**src/rtl/stage_sequencer.sv**
```systemverilog
// stage_sequencer: steps one instruction through NUM_STAGES one-hot stage enables,
// with halt/single-step control, a retire counter and a per-stage stall watchdog.
`default_nettype none

module stage_sequencer #(
  parameter int NUM_STAGES = 4,
  parameter int CNT_W      = 16,
  parameter int MAX_STALL  = 15
) (
  input  logic                  clk,
  input  logic                  reset,
  input  logic                  start_i,
  input  logic                  halt_req_i,
  input  logic [NUM_STAGES-1:0] stage_ready_i,
  output logic                  en_prog_mem_o,
  output logic [NUM_STAGES-1:0] stage_en_o,
  output logic                  busy_o,
  output logic                  halted_o,
  output logic                  instr_done_o,
  output logic [CNT_W-1:0]      retire_count_o,
  output logic                  timeout_err_o
);

  localparam int IDX_W   = $clog2(NUM_STAGES);
  localparam int STALL_W = (MAX_STALL > 0) ? $clog2(MAX_STALL + 1) : 1;
  localparam logic [IDX_W-1:0]   LAST_IDX     = IDX_W'(NUM_STAGES - 1);
  localparam logic [STALL_W-1:0] STALL_LIMIT  = STALL_W'((MAX_STALL > 0) ? MAX_STALL - 1 : 0);
  localparam logic [NUM_STAGES-1:0] ONE_HOT0  = {{(NUM_STAGES-1){1'b0}}, 1'b1};

  typedef enum logic [1:0] {
    S_IDLE   = 2'd0,
    S_STAGE  = 2'd1,
    S_HALTED = 2'd2
  } state_e;

  state_e               state_q, state_d;
  logic [IDX_W-1:0]     idx_q, idx_d;
  logic [STALL_W-1:0]   stall_q, stall_d;
  logic                 halt_q, halt_d;
  logic                 done_q, done_d;
  logic [CNT_W-1:0]     count_q, count_d;
  logic                 terr_q, terr_d;
  logic                 w_ready;

  // Only the active stage's ready bit is ever consulted.
  assign w_ready = stage_ready_i[idx_q];

  always_ff @(posedge clk) begin
    if (reset) begin
      state_q <= S_IDLE;
      idx_q   <= '0;
      stall_q <= '0;
      halt_q  <= 1'b0;
      done_q  <= 1'b0;
      count_q <= '0;
      terr_q  <= 1'b0;
    end else begin
      state_q <= state_d;
      idx_q   <= idx_d;
      stall_q <= stall_d;
      halt_q  <= halt_d;
      done_q  <= done_d;
      count_q <= count_d;
      terr_q  <= terr_d;
    end
  end

  always_comb begin
    state_d = state_q;
    idx_d   = idx_q;
    stall_d = stall_q;
    halt_d  = halt_q | halt_req_i;
    done_d  = 1'b0;
    count_d = count_q;
    terr_d  = terr_q;
    case (state_q)
      S_IDLE: begin
        if (start_i) begin
          state_d = S_STAGE;
          idx_d   = '0;
          stall_d = '0;
        end
      end
      S_HALTED: begin
        if (start_i) begin
          state_d = S_STAGE;
          idx_d   = '0;
          stall_d = '0;
          terr_d  = 1'b0;
        end
      end
      S_STAGE: begin
        if (w_ready) begin
          stall_d = '0;
          if (idx_q == LAST_IDX) begin
            done_d  = 1'b1;
            count_d = count_q + CNT_W'(1);
            idx_d   = '0;
            if (halt_q | halt_req_i) begin
              state_d = S_HALTED;
            end
          end else begin
            idx_d = idx_q + IDX_W'(1);
          end
        end else if (MAX_STALL > 0) begin
          // This cycle is the MAX_STALL-th consecutive stall: give up.
          if (stall_q == STALL_LIMIT) begin
            state_d = S_HALTED;
            terr_d  = 1'b1;
            stall_d = '0;
            idx_d   = '0;
          end else begin
            stall_d = stall_q + STALL_W'(1);
          end
        end
      end
      default: begin
        state_d = S_IDLE;
        idx_d   = '0;
        stall_d = '0;
      end
    endcase
    // The halt request is consumed by the transition into HALTED.
    if (state_q == S_STAGE && state_d == S_HALTED) begin
      halt_d = 1'b0;
    end
  end

  assign stage_en_o     = (state_q == S_STAGE) ? (ONE_HOT0 << idx_q) : '0;
  assign en_prog_mem_o  = (state_q == S_IDLE) || (state_q == S_STAGE && idx_q == LAST_IDX);
  assign busy_o         = (state_q == S_STAGE);
  assign halted_o       = (state_q == S_HALTED);
  assign instr_done_o   = done_q;
  assign retire_count_o = count_q;
  assign timeout_err_o  = terr_q;

endmodule

`default_nettype wire
```
**config.mk**
```make
export PLATFORM = sky130hd
export DESIGN_NAME = stage_sequencer
export DESIGN_NICKNAME = d
export VERILOG_FILES = /design/src/rtl/stage_sequencer.sv
export SDC_FILE = /design/constraint.sdc
export NUM_CORES = 1
export LEC_CHECK = 0
export ABC_AREA = 1
export CAP_MARGIN = 40
export CORE_MARGIN = 3
export CORE_UTILIZATION = 54
export CTS_CLUSTER_SIZE = 10
export DETAILED_ROUTE_END_ITERATION = 8
export PLACE_DENSITY = 0.9
export SYNTH_ARGS = -nofsm -noshare
export SYNTH_HDL_FRONTEND = slang
export SYNTH_SLANG_ARGS = --single-unit
export TNS_END_PERCENT = 5
```
**constraint.sdc**
```tcl
create_clock -name clk -period 2.35 [get_ports clk]
set_clock_uncertainty 0.05 [all_clocks]
set_input_delay 0.3525 -clock clk [delete_from_list [all_inputs] [get_ports clk]]
set_output_delay 0.3525 -clock clk [all_outputs]
set_load 0.1 [all_outputs]
```
==> flow_summary.toml <==
[yosys]
netlist_instances = 237
synth-compound-area-share_pct = 10.51
ys_warn_count = 0
synth_top_family_by_area = "simple AND/OR/NAND/NOR gates"
yosysMostFrequentCell = "nand2_1"
synth_area_per_cell_um2 = 6.678
yosys.area_share.simple_pct = 38.10
synth_common_cells = "nand2_1, dfxtp_1, nor2_1"
synthesis.area_um2 = 1583
synth_mux_area_share_pct = 0
synth_edf_count = 0
synthAdderAreaFrac_pct = 5.534
synthesis.nets = 252
synth_top_area_share_pct = 34.15
seq_area_frac_synth_pct = 34.15
synth.area.top_cells = "dfxtp_1, nand2_1, nor2_1"
async_flop_share_pct = 0
yosys_most_used_dff = "dfxtp_1"
synth_cell_type_count = 23
yosys_register_bits = 27
synth_xor_area_share_pct = 3.874
synth_top_area_cell = "dfxtp_1"

[drt]
first_pass_iters = 4
wire_per_inst_um = 11.28
ant_nets = 0
wl_um = 3417
vias_per_cell = 5.139
vias = 1557
drc_errors = 0
drt_iter0_markers = 90

[placement]
hpwl_um = 2630
placed_area_um2 = 1901
gp_congestion = 0.8299
preCtsSetupSlack_ps = 609.2
dp_cells = 299
portBuffers = 32

[flow_run]
drv_cap = 0

[critical_path]
start_kind = "register"
crit_fanout = 6
worstRegToRegCells = 7
setup.worst_path.class = "register to output pin"
end_kind = "output pin"
crit_required_ps = 1950
crit_arrival_ps = 1630

[run_status]
status = "complete, no violations"

[die]
placementRows = 19
die_x_um = 60.14
initial_core_util_pct = 56.91
die_h_um = 60.14
dieArea_um2 = 3617
design.core.area_um2 = 2781
io_pins = 33

[pwr]
p_switching_mw = 0.2488
power_frac_comb_pct = 17.8
p_seq_share_pct = 57.4
p_sw_share_pct = 30.18
pwr-share-clk_pct = 24.8
leakage_nw = 0.7977
ir_drop_mv = 0.3294
p_per_area_nw_per_um2 = 427.7
p_int_mw = 0.5754

[clock_network]
cts_tree = "built"
post_cts_buffers = 0
clock_latency_ps = 330
cts_resized = 0
cts_buffers = 3
cts_buffer_depth = 2
cts_sinks = 27
clkTransAtPathRegs_ps = 140
cts-root-buf = "clkbuf_4"
postCtsHoldBufs = 0
cts.htree.levels = 1

[sta]
finalMaxSlewViolations = 0
hold_viol_final = 0
fin_ws_ps = 320.7
setup_tns_ps = 0
worst_slew_pin_slew_ps = 302.6
period_share_pct = 86.35
setup_violations = 0
grt_setup_unrepaired = "no"
clock.fmax_ghz = 0.4928
fin_crit_ps = 2029
slew_headroom_pct = 79.75

[layout]
final_cells = 303
final_cell_area_um2 = 1927
post-route-util_pct = 69.28
drive_gt1_share_pct = 16.54
area_delta_synth_final_pct = 21.74
layout.nets = 288
fill_cells = 238
insertedDiodeCount = 0

[grt]
grt_pass1_wl_um = 5699
grt_util_all_layers_pct = 20.36
overflow = 0
antenna_found_initial = 0
grt_max_degree = 18
grt_pass1_vias = 1318

[min_path]
hold_class = "register to register"
holdPathStages = 2
==> power groups by stage <==
stage               Combinational [mW]  Sequential (mW)  Clock, mW
finish                           0.147            0.473      0.204
detailed placement               0.147            0.483          0
global route                     0.157            0.474      0.229
floorplan                        0.104            0.481          0
global placement                 0.146            0.482          0
CTS                              0.147            0.473      0.212
==> layout make-up <==
cell class | count | area [um2] | area share (%)
flip-flops and latches | 27 | 540.5 | 28.05
clock buffers | 4 | 26.28 | 1.364
repair buffers | 35 | 305.3 | 15.84
multi-input cells | 181 | 922.1 | 47.86
well taps | 31 | 38.79 | 2.013
inverters | 25 | 93.84 | 4.870
==> state kept, by name (all words and copies together) (netlist names) <==
| signal | flops |
|---|---|
| halt_q | 1 |
| idx_q | 2 |
| stall_q | 4 |
| timeout_err_o | 1 |
| state_q | 2 |
| instr_done_o | 1 |
| retire_count_o | 16 |
==> through the flow <==
stage          hold WS [ps]  power [mW]
4_1_cts               452.8      0.8317
5_1_grt               486.3      0.8599
6_report              448.2      0.8241
3_3_place_gp          410.9      0.6281
3_5_place_dp          418.5      0.6292
2_1_floorplan         371.6      0.5851
==> critical path, cell delays in order, from the launching register on <==
cell and delay, ps:
dfxtp_1 480, ha_1 260, inv_1 150, nor2_1 210, buf_12 200
==> metal layers <==
metal | vias up | wire [um] | global-route usage [%]
met5 | - | 0 | 0
met4 | 0 | 35 | 6.329
met3 | 4 | 160 | 3.672
met2 | 34 | 1680 | 35.34
met1 | 693 | 1541 | 25.23
li1 | 826 | - | -
==> path summary, 6_finish.rpt <==
kind / slack, ps / start / end
setup / recovery: 320 / idx_q[0]$_SDFFE_PP0P_ / stage_en_o[3]
setup reg to reg: 680 / retire_count_o[0]$_SDFFE_PP0P_ / retire_count_o[8]$_SDFFE_PP0P_
hold reg to reg: 450 / timeout_err_o$_SDFFE_PP0P_ / timeout_err_o$_SDFFE_PP0P_
hold / removal: 450 / timeout_err_o$_SDFFE_PP0P_ / timeout_err_o$_SDFFE_PP0P_
==> layout by cell type, fill, tap and decap left out, drive strengths merged, types with 5 or more instances in the layout <==
cell type      synthesis  layout
buf                    2      28
xor2                   5       5
a21oi                 24      24
nand4                  7       7
ha                     7       7
inv                   25      25
nor2                  28      28
nand2                 83      83
dfxtp                 27      27
clkdlybuf4s50          0       7
nand3                 16      16
==> cell families after synthesis <==
| logic type | count (synthesis) |
|---|---|
| buf+inv | 29 |
| compound gates | 29 |
| flops | 27 |
| fa+ha+maj | 7 |
| simple gates | 138 |
| xor+xnor | 7 |
No activity file was read; power rests on OpenSTA's default activity.
